$ cat config.mk
export PLATFORM = sky130hd
export DESIGN_NAME = spi_rx_pack32
export DESIGN_NICKNAME = d
export VERILOG_FILES = /design/src/rtl/spi_rx_pack32.sv
export SDC_FILE = /design/constraint.sdc
export NUM_CORES = 1
export LEC_CHECK = 0
export ABC_AREA = 1
export BUFFER_PORTS_ARGS = -buffer_cell sky130_fd_sc_hd__buf_2
export CAP_MARGIN = 5
export CORE_MARGIN = 1
export CORE_UTILIZATION = 43
export CTS_CLUSTER_SIZE = 40
export DETAILED_ROUTE_END_ITERATION = 8
export HOLD_SLACK_MARGIN = 0.1
export PLACE_DENSITY_LB_ADDON = 0.15
export REMOVE_ABC_BUFFERS = 1
export SLEW_MARGIN = 20
export SYNTH_ARGS = -nofsm -noshare
export SYNTH_HDL_FRONTEND = slang
export SYNTH_SLANG_ARGS = --single-unit
$ cat constraint.sdc
create_clock -name clk -period 3.3 [get_ports clk]
set_clock_uncertainty 0.1 [all_clocks]
set_input_delay 0.66 -clock clk [delete_from_list [all_inputs] [get_ports clk]]
set_output_delay 0.66 -clock clk [all_outputs]
set_load 0.01 [all_outputs]
$ cat src/rtl/spi_rx_pack32.sv
// SPI receive packer: collects 1-4 received bytes into a 32-bit word
// and queues the words in a first-word-fall-through FIFO.
module spi_rx_pack32 #(
    parameter int FIFO_DEPTH = 4,
    parameter bit MSB_FIRST  = 1'b1
) (
    input  logic        clk,
    input  logic        reset,
    input  logic        start,
    input  logic [2:0]  nbytes,
    input  logic        abort,
    input  logic        rx_dv,
    input  logic [7:0]  rx_byte,
    output logic [31:0] out_data,
    output logic [2:0]  out_nbytes,
    output logic        out_valid,
    input  logic        out_ready,
    output logic        fifo_full,
    output logic        busy,
    output logic        overflow
);

    localparam int AW = $clog2(FIFO_DEPTH);

    typedef enum logic [1:0] {
        IDLE,
        COLLECT,
        PUSH
    } state_t;

    state_t      state;
    logic [2:0]  target;
    logic [2:0]  cnt;
    logic [2:0]  cnt_inc;
    logic [31:0] acc;
    logic [31:0] acc_in;

    logic [31:0]   mem_data [FIFO_DEPTH];
    logic [2:0]    mem_nb   [FIFO_DEPTH];
    logic [AW-1:0] wptr;
    logic [AW-1:0] rptr;
    logic [AW:0]   count;
    logic          push;
    logic          pop;

    assign out_valid  = (count != '0);
    assign fifo_full  = (count == (AW+1)'(FIFO_DEPTH));
    assign out_data   = out_valid ? mem_data[rptr] : '0;
    assign out_nbytes = out_valid ? mem_nb[rptr] : '0;
    assign busy       = (state != IDLE);

    assign pop  = out_valid & out_ready;
    assign push = (state == PUSH) & (~fifo_full | pop);

    assign cnt_inc = cnt + 3'd1;

    // Byte slot index is cnt[1:0]; cnt never exceeds 3 while still collecting.
    always_comb begin
        acc_in = acc;
        if (MSB_FIRST)
            acc_in = {acc[23:0], rx_byte};
        else
            acc_in[{cnt[1:0], 3'b000} +: 8] = rx_byte;
    end

    always_ff @(posedge clk) begin
        if (reset) begin
            state    <= IDLE;
            target   <= '0;
            cnt      <= '0;
            acc      <= '0;
            overflow <= 1'b0;
        end else begin
            overflow <= 1'b0;
            unique case (state)
                IDLE: begin
                    if (start) begin
                        target <= (nbytes == 3'd0 || nbytes > 3'd4) ? 3'd4 : nbytes;
                        cnt    <= '0;
                        acc    <= '0;
                        state  <= COLLECT;
                    end
                end
                COLLECT: begin
                    if (rx_dv) begin
                        acc <= acc_in;
                        cnt <= cnt_inc;
                    end
                    if (rx_dv && cnt_inc == target)
                        state <= PUSH;
                    else if (abort)
                        state <= (rx_dv || cnt != '0) ? PUSH : IDLE;
                end
                PUSH: begin
                    if (rx_dv)
                        overflow <= 1'b1;
                    if (push)
                        state <= IDLE;
                end
                default: state <= IDLE;
            endcase
        end
    end

    always_ff @(posedge clk) begin
        if (push) begin
            mem_data[wptr] <= acc;
            mem_nb[wptr]   <= cnt;
        end
    end

    always_ff @(posedge clk) begin
        if (reset) begin
            wptr  <= '0;
            rptr  <= '0;
            count <= '0;
        end else begin
            if (push)
                wptr <= wptr + 1'b1;
            if (pop)
                rptr <= rptr + 1'b1;
            case ({push, pop})
                2'b10:   count <= count + 1'b1;
                2'b01:   count <= count - 1'b1;
                default: count <= count;
            endcase
        end
    end

endmodule
==> implementation parameters <==
Parameter                              Value

Layout
  Fraction of layout cells with a size suffix above 1    between 10% and 20%
  Fin nets    slightly below 800
  Area overhead of the layout relative to synthesis    15.1%
  Count of antenna diodes in the layout    0
  Final std cells w/o fill    977
  Fill cell instance count of the final layout    1,532

Run status
  Status    complete, no violations

Global route
  Gr usage total    19.1%
  First-pass GRT wire length    around 26,000 µm
  Largest net degree at the start of global routing    about 70
  Number of antenna violations at the first check in global routing    0
  Total congestion overflow    0
  Via count of the first global-routing pass    a little under 5,000

Synthesis
  Complex-gate fraction of the synthesized area    12.7%
  Sequential-to-total area share from yosys stat    69.2%
  Top post-synthesis cells by count    sky130_fd_sc_hd__nor2_1, sky130_fd_sc_hd__edfxtp_1, sky130_fd_sc_hd__a21oi_1, sky130_fd_sc_hd__o21ai_0, sky130_fd_sc_hd__nand2_1
  Yosys synthesis warning count    0
  Post-synthesis simple-gate area fraction    around an eighth
  Count of distinct cell types in the synthesized netlist    29
  Fraction of the mapped netlist area in adder cells    1.43%
  Synthesized-area fraction occupied by xor and xnor cells    less than 1%
  Main area contributors after synthesis    sky130_fd_sc_hd__edfxtp_1, sky130_fd_sc_hd__dfxtp_1, sky130_fd_sc_hd__nor2_1, sky130_fd_sc_hd__a21oi_1, sky130_fd_sc_hd__o21ai_0
  Most common cell in the netlist    sky130_fd_sc_hd__nor2_1
  Share of flip-flops with an asynchronous set or reset    0%
  Main combinational cell family by area after synthesis    compound AO/OA/AOI/OAI gates
  Cell area after technology mapping    about 0.0075 mm²
  Mux contribution to synthesized area    0%
  Gate count of the mapped netlist    about 700
  Post-synthesis sequential element count    190
  Post-synthesis cell type with the largest combined area    sky130_fd_sc_hd__edfxtp_1
  Syn_area_per_cell    around 11 µm²
  Share of the synthesized area in the top cell type    55.9%
  Most common flop cell mapped by yosys    sky130_fd_sc_hd__edfxtp_1
  Post-synth EDFFs    140

Worst setup path
  Most frequent CP cell    sky130_fd_sc_hd__nor2_1
  Library cell contributing the largest single delay on the critical path    sky130_fd_sc_hd__dfxtp_2
  WP data arrival    ~2.2 ns
  CP Launch Type    register
  Ordered list of cells on the worst path    buf_4 > nor2_1 > nor2_1 > o21ai_0 > a21oi_1 > buf_2
  CP max stage delay    ~0.62 ns
  Worst Path Class, Setup    reg2out
  Category of the worst setup path capture point    primary output
  Required time at the worst-slack endpoint    around 2.5 ns
  CP max FO    31

Clocking
  CTS Hold Bufs    0
  Num Clock Sinks    190
  Number of buffers on the longest clock path    2
  Num CTS Buffers    17
  Resized Gates After CTS    0
  TritonCTS clock tree    built
  Post CTS Setup Buffer Count    0
  H-tree levels    4
  Clock slew at reported path FFs    ~0.070 ns
  Clock Tree Root    sky130_fd_sc_hd__clkbuf_16
  Clock latency of the later-clocked register in the worst-skew pair    0.43 ns

Power and ir drop
  Leakage Power    roughly 3.2 nW
  Worst-case vdd ir drop    0.000584 V
  Post-route total power    between 0.006 and 0.007 W
  Total power divided by cell area    ~740 mW/mm²

Floorplan
  Number of primary I/O pins    56
  Die ar.    around 0.018 mm²
  Placement row count    between 40 and 50
  Die W    around 130 µm
  Core box area    between 0.015 and 0.02 mm²
  Initial core utilization    about 45%
  Height of the die    around 130 µm

Route
  Via count of the routed design    between 5,000 and 6,000
  Detailed-route DRC error count    0
  Count of nets left with antenna violations after detail routing    0
  Initial DRC Count    about 260
  Uppermost signal routing layer after detailed routing    met4
  Aggregate routed wire length    between 15,000 and 20,000 µm
  Amount of wire on met2 after detailed routing    between 7000 and 8000 µm
  Total length of routed met3 wires    580 µm
  Vias per Instance    5.15
  Number of optimization iterations in the first detailed-route pass    5
  WL met1    around 7500 µm
  Post-detailed-route wirelength per cell    ~16 µm

Timing
  Min cycle time layout    2.92 ns
  Setup repair after global routing missed its margin    false
  Hold violation total from the final report    0
  Final period util    approximately nine tenths
  Setup violations, final    0
  Worst max-slew margin expressed relative to the limit    a little under two thirds
  Setup WS post-layout    between 0.3 and 0.4 ns
  Highest clock rate    between 0.3 and 0.4 GHz
  Slew of the pin with the lowest slew margin    0.546 ns
  Total count of max-transition violations in the final report    0
  Worst slack on hold paths    around 0.38 ns
  Total negative slack for setup checks    0 ns

Placed design
  Placed instance count    945
  GP Congestion    between 0.7 and 0.8
  I/O Buffers    55
  HPWL reported at the end of detailed placement    about 9300 µm
  Pre-CTS setup slack    between 0.4 and 0.5 ns

Flow run
  Max Cap Viol    0

Hold path
  Min-Delay Path Class    in2reg
-- registers in the layout, summed over array words and instances, names as in the netlist, named ones only --
register	count
acc	32
cnt	3
count	3
mem_data	128
mem_nb	12
overflow	1
rptr	2
state	2
target	3
wptr	2
-- logic make-up after synthesis --
kind of cell / Yosys count
adders and majority gates: 8
and+or+nand+nor: 233
xor gates and xnor gates: 1
buffers and inverters: 71
DFF: 190
AOI/OAI and AO/OA: 190
-- metal layers --
metal  GRT usage, %  up-vias
met5              0        -
met4           7.30        0
met3           3.93       15
met2           32.2      101
met1           24.1     2412
li1               -     2499
-- report_power, final --
part	internal, W	switching (W)
Sequential	0.00268	0.000119
Clock	0.00111	0.000862
Combinational	0.000564	0.00111
-- critical path, delay by kind of cell (launching register included) --
family          cells  cell delay (ns)
flops               1             0.62
buf+inv             2             0.60
compound gates      2             0.32
simple gates        2             0.19
-- layout make-up --
type                    instances  area, µm²  share of cell area, %
inverters                      32        126                   1.46
clock buffers                  18        429                   4.96
repair buffers                 71        445                   5.14
multi-input cells             432       2030                   23.5
clock inverters                14        143                   1.65
flip-flops and latches        190       5210                   60.1
well taps                     220        275                   3.18
-- cell usage in the layout, fill, tap and decap left out, types with 17 or more instances in the layout --
master / instances
sky130_fd_sc_hd__inv_1: 27
sky130_fd_sc_hd__buf_2: 55
sky130_fd_sc_hd__dfxtp_1: 49
sky130_fd_sc_hd__nand2_1: 60
sky130_fd_sc_hd__o21ai_0: 70
sky130_fd_sc_hd__edfxtp_1: 140
sky130_fd_sc_hd__o21ai_1: 41
sky130_fd_sc_hd__nor2_1: 150
sky130_fd_sc_hd__a21oi_1: 78
sky130_fd_sc_hd__clkbuf_16: 17
-- through the flow --
| stage | area [µm²] | utilization, % |
|---|---|---|
| 5_1_grt | 8660 | 51.5 |
| 2_1_floorplan | 7330 | - |
| 3_5_place_dp | 8080 | 48.1 |
| 6_report | 8660 | 51.5 |
| 3_3_place_gp | 8080 | 48.1 |
| 4_1_cts | 8660 | 51.5 |
-- worst paths after layout --
| check | start | end | slack [ns] | depth (start not counted) |
|---|---|---|---|---|
| worst max register to register | state[0]$_SDFFE_PP0P_ | mem_data[3][0]$_DFFE_PP_ | 1.03 | 6 |
| worst min register to register | target[1]$_SDFFE_PP0P_ | target[1]$_SDFFE_PP0P_ | 0.39 | 2 |
| worst min-delay path | reset | state[0]$_SDFFE_PP0P_ | 0.38 | 2 |
| worst max-delay path | register | out_data[8] | 0.38 | 6 |
Note: power is estimated with default switching activity, not from simulation.
